**src/rtl/mlblock_flex_pkg.sv**
```systemverilog
// Shared constants and product arithmetic for the flex MAC block.
// Operand containers are 32 bits wide, so I_W and W_W must be <= 32.
package mlblock_flex_pkg;

  localparam logic [1:0] MODE_SIGNED   = 2'd0;
  localparam logic [1:0] MODE_HALF     = 2'd1;
  localparam logic [1:0] MODE_UNSIGNED = 2'd2;

  localparam int CFG_MODE_LSB = 0;
  localparam int CFG_MODE_W   = 2;
  localparam int CFG_LEN_LSB  = 2;

  function automatic int cfg_bits(input int acc_w);
    return acc_w + 3;
  endfunction

  typedef struct packed {
    logic signed [31:0] s;
    logic signed [31:0] hi;
    logic signed [31:0] lo;
    logic        [31:0] u;
  } opnd_t;

  function automatic logic signed [63:0] mac_prod(
    input logic [1:0] mode,
    input opnd_t      a,
    input opnd_t      b
  );
    logic signed [63:0] r;
    r = '0;
    case (mode)
      MODE_HALF:
        r = 64'(a.hi) * 64'(b.hi)
          + 64'(a.lo) * 64'(b.lo);
      MODE_UNSIGNED:
        r = signed'({32'b0, a.u} * {32'b0, b.u});
      default:
        r = 64'(a.s) * 64'(b.s);
    endcase
    return r;
  endfunction

endpackage

```
**src/rtl/mlblock_flex_lane.sv**
```systemverilog
// One MAC lane: stationary weight, registered product, accumulator.
// The sum output is combinational; the top registers it.
module mlblock_flex_lane
  import mlblock_flex_pkg::*;
#(
  parameter int I_W   = 8,
  parameter int W_W   = 8,
  parameter int RES_W = 32
) (
  input  logic             clk,
  input  logic             reset,
  input  logic [1:0]       i_mode,
  input  logic [I_W-1:0]   i_in,
  input  logic             i_w_en,
  input  logic [W_W-1:0]   i_w,
  input  logic             i_s1_load,
  input  logic             i_s2_fire,
  input  logic             i_last,
  input  logic             i_flush,
  input  logic [RES_W-1:0] i_cas,
  output logic [W_W-1:0]   o_w,
  output logic [RES_W-1:0] o_sum
);

  localparam int IH = I_W / 2;
  localparam int WH = W_W / 2;

  logic [W_W-1:0]     r_w;
  logic [RES_W-1:0]   r_prod;
  logic [RES_W-1:0]   r_acc;
  opnd_t              w_a;
  opnd_t              w_b;
  logic signed [63:0] w_prod;

  always_comb begin
    w_a.s  = 32'(signed'(i_in));
    w_a.u  = 32'(i_in);
    w_a.hi = 32'(signed'(i_in[I_W-1:IH]));
    w_a.lo = 32'(signed'(i_in[IH-1:0]));
    w_b.s  = 32'(signed'(r_w));
    w_b.u  = 32'(r_w);
    w_b.hi = 32'(signed'(r_w[W_W-1:WH]));
    w_b.lo = 32'(signed'(r_w[WH-1:0]));
    w_prod = mac_prod(i_mode, w_a, w_b);
  end

  always_ff @(posedge clk) begin
    if (reset) begin
      r_w <= '0;
    end else if (i_w_en) begin
      r_w <= i_w;
    end
  end

  always_ff @(posedge clk) begin
    if (reset) begin
      r_prod <= '0;
    end else if (i_s1_load) begin
      r_prod <= w_prod[RES_W-1:0];
    end
  end

  // Last beat restarts the accumulator; its sum leaves via o_sum.
  always_ff @(posedge clk) begin
    if (reset || i_flush) begin
      r_acc <= '0;
    end else if (i_s2_fire) begin
      r_acc <= i_last ? '0 : r_acc + r_prod;
    end
  end

  assign o_w   = r_w;
  assign o_sum = r_acc + r_prod + i_cas;

endmodule

```
**src/rtl/mlblock_flex_acc.sv**
```systemverilog
// Multi-lane MAC with precision modes, auto-emit accumulate length,
// valid/ready back-pressure and a shadowed config scan chain.
module mlblock_flex_acc
  import mlblock_flex_pkg::*;
#(
  parameter int LANES     = 4,
  parameter int I_W       = 8,
  parameter int W_W       = 8,
  parameter int RES_W     = 32,
  parameter int ACC_CNT_W = 4
) (
  input  logic                   clk,
  input  logic                   reset,
  input  logic [LANES*I_W-1:0]   I_in,
  input  logic                   I_valid,
  output logic                   I_ready,
  input  logic [LANES*W_W-1:0]   W_in,
  input  logic                   W_en,
  output logic [LANES*W_W-1:0]   W_out,
  input  logic [LANES*RES_W-1:0] Res_cas_in,
  output logic [LANES*RES_W-1:0] Res_out,
  output logic [LANES*RES_W-1:0] Res_cas_out,
  output logic                   Res_valid,
  input  logic                   Res_ready,
  input  logic                   config_en,
  input  logic                   config_in,
  input  logic                   config_commit,
  output logic                   config_out
);

  localparam int CFG_BITS = cfg_bits(ACC_CNT_W);

  logic [CFG_BITS-1:0]    r_shadow;
  logic [CFG_BITS-1:0]    r_act;
  logic [ACC_CNT_W-1:0]   r_beat;
  logic                   r_s1_valid;
  logic                   r_s1_last;
  logic                   r_res_valid;
  logic [LANES*RES_W-1:0] r_res;

  logic [1:0]             w_mode;
  logic [ACC_CNT_W-1:0]   w_len;
  logic                   w_cas_en;
  logic                   w_adv;
  logic                   w_take;
  logic                   w_hit;
  logic                   w_s2_fire;
  logic [LANES*RES_W-1:0] w_sum;

  assign w_mode    = r_act[CFG_MODE_LSB +: CFG_MODE_W];
  assign w_len     = r_act[CFG_LEN_LSB +: ACC_CNT_W];
  assign w_cas_en  = r_act[CFG_BITS-1];
  assign w_adv     = !r_res_valid || Res_ready;
  assign w_take    = I_valid && w_adv;
  assign w_hit     = (r_beat == w_len);
  assign w_s2_fire = w_adv && r_s1_valid;

  for (genvar k = 0; k < LANES; k++) begin : g_lane
    logic [RES_W-1:0] w_cas;
    assign w_cas = w_cas_en
      ? Res_cas_in[k*RES_W +: RES_W] : '0;
    mlblock_flex_lane #(
      .I_W   (I_W),
      .W_W   (W_W),
      .RES_W (RES_W)
    ) u_lane (
      .clk       (clk),
      .reset     (reset),
      .i_mode    (w_mode),
      .i_in      (I_in[k*I_W +: I_W]),
      .i_w_en    (W_en),
      .i_w       (W_in[k*W_W +: W_W]),
      .i_s1_load (w_take),
      .i_s2_fire (w_s2_fire),
      .i_last    (r_s1_last),
      .i_flush   (config_commit),
      .i_cas     (w_cas),
      .o_w       (W_out[k*W_W +: W_W]),
      .o_sum     (w_sum[k*RES_W +: RES_W])
    );
  end

  always_ff @(posedge clk) begin
    if (reset) begin
      r_shadow <= '0;
    end else if (config_en) begin
      r_shadow <= {r_shadow[CFG_BITS-2:0], config_in};
    end
  end

  // Commit flushes in-flight beats; Res_out keeps its last value.
  always_ff @(posedge clk) begin
    if (reset) begin
      r_act       <= '0;
      r_beat      <= '0;
      r_s1_valid  <= 1'b0;
      r_s1_last   <= 1'b0;
      r_res_valid <= 1'b0;
      r_res       <= '0;
    end else if (config_commit) begin
      r_act       <= r_shadow;
      r_beat      <= '0;
      r_s1_valid  <= 1'b0;
      r_s1_last   <= 1'b0;
      r_res_valid <= 1'b0;
    end else if (w_adv) begin
      r_s1_valid <= I_valid;
      if (I_valid) begin
        r_s1_last <= w_hit;
        r_beat    <= w_hit ? '0 : r_beat + 1'b1;
      end
      if (r_s1_valid && r_s1_last) begin
        r_res       <= w_sum;
        r_res_valid <= 1'b1;
      end else begin
        r_res_valid <= 1'b0;
      end
    end
  end

  assign I_ready     = w_adv;
  assign Res_out     = r_res;
  assign Res_cas_out = r_res;
  assign Res_valid   = r_res_valid;
  assign config_out  = r_shadow[CFG_BITS-1];

endmodule

```
**config.mk**
```make
export PLATFORM = sky130hd
export DESIGN_NAME = mlblock_flex_acc
export DESIGN_NICKNAME = d
export VERILOG_FILES = /design/src/rtl/mlblock_flex_pkg.sv /design/src/rtl/mlblock_flex_lane.sv /design/src/rtl/mlblock_flex_acc.sv
export SDC_FILE = /design/constraint.sdc
export NUM_CORES = 2
export LEC_CHECK = 0
export CAP_MARGIN = 20
export CELL_PAD_IN_SITES_DETAIL_PLACEMENT = 1
export CELL_PAD_IN_SITES_GLOBAL_PLACEMENT = 1
export CORE_AREA = 2 2 341 343
export CTS_BUF_LIST = sky130_fd_sc_hd__clkbuf_16
export DETAILED_ROUTE_END_ITERATION = 10
export DIE_AREA = 0 0 343 345
export DONT_BUFFER_PORTS = 1
export PLACE_DENSITY_LB_ADDON = 0.1
export SLEW_MARGIN = 20
export SYNTH_ARGS = -nofsm -noshare
export SYNTH_HDL_FRONTEND = slang
export SYNTH_HIERARCHICAL = 1
export SYNTH_SLANG_ARGS = --single-unit
```
**constraint.sdc**
```tcl
create_clock -name clk -period 13 [get_ports clk]
set_input_delay 2.6 -clock clk [delete_from_list [all_inputs] [get_ports clk]]
set_output_delay 2.6 -clock clk [all_outputs]
set_load 0.1 [all_outputs]
```
==> key figures <==
Routing
  – Initial detailed-routing violation count: 1758
  – # DRC: 0
  – Antenna-violating nets left: 0
  – Routed len/inst: 20.81 um
  – First-pass DRT Iterations: 5
  – Post-DR vias/cell: 5.427
  – Vias: 40553
  – WL final: 155500 um

Worst hold path
  – Class of the worst hold path: flip-flop to flip-flop
  – Worst hold stages: 2
  – Hold path startpoint: g_lane[2].u_lane/r_acc[24]
  – Hold Path End: g_lane[2].u_lane/r_acc[24]

Final layout
  – Fillers: 13901
  – Final nets: 7154
  – Synthesis-to-layout area growth: 4.558%
  – Footprint of the multi-input gates: 37480 um2
  – Layout cells sized above 1: 5.756%
  – Register Area: 7720 um2
  – Util after Layout: 45.63%

Critical path
  – Worst flop-to-flop path startpoint: g_lane[1].u_lane/o_w[7]
  – Crit-path cells: nand2_1, inv_1, fa_1, inv_1, fa_1, inv_1, fa_1, fa_1, ha_1, o21ai_0, nand2b_1, a21o_1, a21o_1, a31oi_1, xnor2_1, a21boi_1, o21ai_1, o21a_1
  – CP max-delay cell: fa_1
  – Setup crit end kind: flip-flop
  – Worst Path Max Fanout: 10
  – Slowest stage delay, CP: 0.56 ns
  – Reg2reg setup slack: 6.94 ns
  – Critical Path AT: 7.26 ns
  – Worst endpoint required time: 13.53 ns
  – CP Launch Type: primary input
  – Worst R2R End: g_lane[1].u_lane/r_prod[15]
  – R2R cell count: 18
  – Most used cell along the critical path: fa_1
  – Setup CP Type: primary input to flip-flop

Timing
  – Fin. Hold Viols: 0
  – Max-slew violation count: 0
  – Setup violations, final: 0
  – RSZ-0062 raised after global routing: false
  – Worst-margin pin slew: 1.183 ns
  – Rel. slew slack: 21.11%
  – Setup TNS: 0 ns
  – Tmin final: 6.730 ns
  – Fin crit share: 51.77%
  – Clk_skew: 0.02695 ns
  – FMAX: 148.6 MHz

Power and ir drop
  – Combinational power share: 42.9%
  – Sw frac: 40.59%
  – Static leakage: 26.34 nW
  – Int Pwr: 2.748 mW
  – PD cells: 88.08 nW/um2
  – Power share of the clock group: 29.6%
  – Flop pwr share: 27.5%
  – Maximum VDD drop: 0.00009648 V
  – Switching power: 1.878 mW

Die
  – Die X-Extent: 343 um
  – Die Area: 118300 um2
  – Row Count: 125
  – Die Height: 345 um
  – Core box area: 115100 um2
  – # IOs: 491
  – Initial Utilization: 43.64%

Yosys
  – Top cells by area, synth: fa_1 19%, dfxtp_1 15%, ha_1 14%
  – Post-synth net total: 7382
  – Syn avg cell area: 8.190 um2
  – Synthesis warning total: 6
  – Main synth FF type: dfxtp_1
  – Post-Synthesis Cell Area: 50230 um2
  – Flops & latches, synth: 377
  – Seq/Total Area, Yosys: 15.03%
  – Synth top area share: 18.81%
  – EDFF count, synth: 0
  – FFs w/ async S/R, synth: 0%
  – Synth area leader: fa_1
  – Synth Instances: 6133
  – Synth cell types: 107

Placement
  – Port-buffer cells: 0
  – Placer Congestion: 0.8879
  – Hpwl dp: 126700 um

Clock tree
  – CTS Buf Count: 51
  – Post-CTS Setup Inserts: 0
  – Worst-path clk slew: 0.06 ns
  – Clock buffer depth: 3
  – CTS tree: done
  – Post-CTS Hold Buffers: 0
  – H-tree Lvls: 2
  – Clk sink count: 377
  – Root Driver: clkbuf_16
  – Clock latency on the worst-skew pair: 0.65 ns
  – Post_cts resized: 0

Global route
  – First-pass GRT wire length: 245200 um
  – GRT Resource Usage Total: 26.09%
  – GRT overflow: 0
  – Vias in the first global route: 43106
  – Initial antenna violation count: 20
  – Pin count of the biggest net entering global routing: 251

Status
  – Status: finished clean

Run
  – Max-cap violations: 0
## power by group through the flow
stage	Sequential (mW)	Clock, mW	Combinational (mW)
6_report	1.27	1.37	1.98
4_1_cts	1.27	1.42	2.01
3_3_place_gp	1.30	0	1.95
3_5_place_dp	1.30	0	1.99
2_1_floorplan	1.31	0	1.47
5_1_grt	1.28	1.45	2.25
## per-stage QoR
step / hold WS (ns) / power, mW / setup WS, ns / cells / instance area [um2]
after global routing: 0.5026 / 4.986 / 6.039 / 7471 / 52520
after detailed placement: 0.4674 / 3.290 / 5.599 / 7376 / 50940
final: 0.4762 / 4.626 / 6.270 / 7472 / 52520
after floorplan: 0.4447 / 2.772 / 5.944 / 6133 / 50230
after CTS: 0.4784 / 4.697 / 6.277 / 7466 / 52500
after global placement: 0.4592 / 3.246 / 5.682 / 7376 / 50940
## critical path: cells and delay by family
kind                       cells  cell delay, ns
buffers and inverters          3            0.26
xor gates and xnor gates       1            0.14
adders and majority gates      5            2.39
AOI/OAI and AO/OA              7            1.67
and+or+nand+nor                2            0.20
## kinds of logic (layout without fill, tap and decap cells)
logic type,count (synthesis),in the layout,share of synthesized area [%]
flops,377,377,15.03
buf+inv,1252,1061,10.40
compound gates,1253,1253,16.29
fa+ha+maj,1049,1049,33.18
mux,69,69,1.385
simple gates,1750,1750,17.00
other cells,0,6,0
xor+xnor,383,383,6.720
## worst max path at each step
stage          slack, ns                           to  startpoint  depth (start not counted)
5_1_grt             6.04  g_lane[1].u_lane/r_prod[15]    I_in[11]                         18
3_5_place_dp        5.60  g_lane[1].u_lane/r_prod[15]    I_in[11]                         18
6_report            6.27  g_lane[1].u_lane/r_prod[15]    I_in[11]                         18
2_1_floorplan       5.94  g_lane[1].u_lane/r_prod[15]    I_in[11]                         19
4_1_cts             6.28  g_lane[1].u_lane/r_prod[15]    I_in[11]                         18
3_3_place_gp        5.68  g_lane[1].u_lane/r_prod[15]    I_in[11]                         18
## layer usage
layer / vias up / GRT usage (%) / wire length [um] / part of all wire (%)
li1: 19616 / - / - / -
met1: 19949 / 35.79 / 72870 / 47
met2: 795 / 42.75 / 70710 / 45
met3: 173 / 4.447 / 8318 / 5.4
met4: 20 / 5.855 / 3445 / 2.2
met5: - / 0 / 121 / 0.078
## layout by cell type (no fill, tap or decap), drive strengths merged, types with 119 or more instances in the layout
cell / instances
a21o: 146
a21oi: 460
and2: 284
dfxtp: 377
fa: 472
ha: 577
inv: 929
nand2: 582
nor2: 380
nor2b: 119
o21ai: 189
xnor2: 259
xor2: 123
## final cells by class
type / instances / area share [%]
Timing Repair Buffer: 50 / 0.7147
Antenna cell: 6 / 0.02859
Multi-Input combinational cell: 4504 / 71.36
Clock inverter: 39 / 0.5551
Clock buffer: 51 / 2.430
Tap cell: 1524 / 3.631
Sequential cell: 377 / 14.70
Inverter: 921 / 6.585
## registers in the layout (all words and copies together) (netlist names), 4 cells and up
register              cells
Res_cas_out             128
r_act                     7
r_shadow                  7
g_lane.u_lane/r_acc     128
r_beat                    4
g_lane.u_lane/o_w        32
g_lane.u_lane/r_prod     68
## synthesized netlist by cell type (30+ instances only)
cell type,n
nor2_1,380
nand3b_1,30
inv_1,920
buf_4,128
a21oi_1,458
xnor2_1,258
nand3_1,63
nand2_1,581
a21o_1,144
a22oi_1,52
clkbuf_1,160
a211oi_1,55
ha_1,577
and3_1,33
o21bai_1,40
xor2_1,123
o21a_1,54
nand4_1,32
nor2b_1,119
a31oi_1,38
dfxtp_1,377
o21ai_0,173
nand2b_1,67
nor3_1,68
fa_1,472
and2_1,283
mux2i_1,65
buf_2,33
No activity file was read; power rests on OpenSTA's default activity.
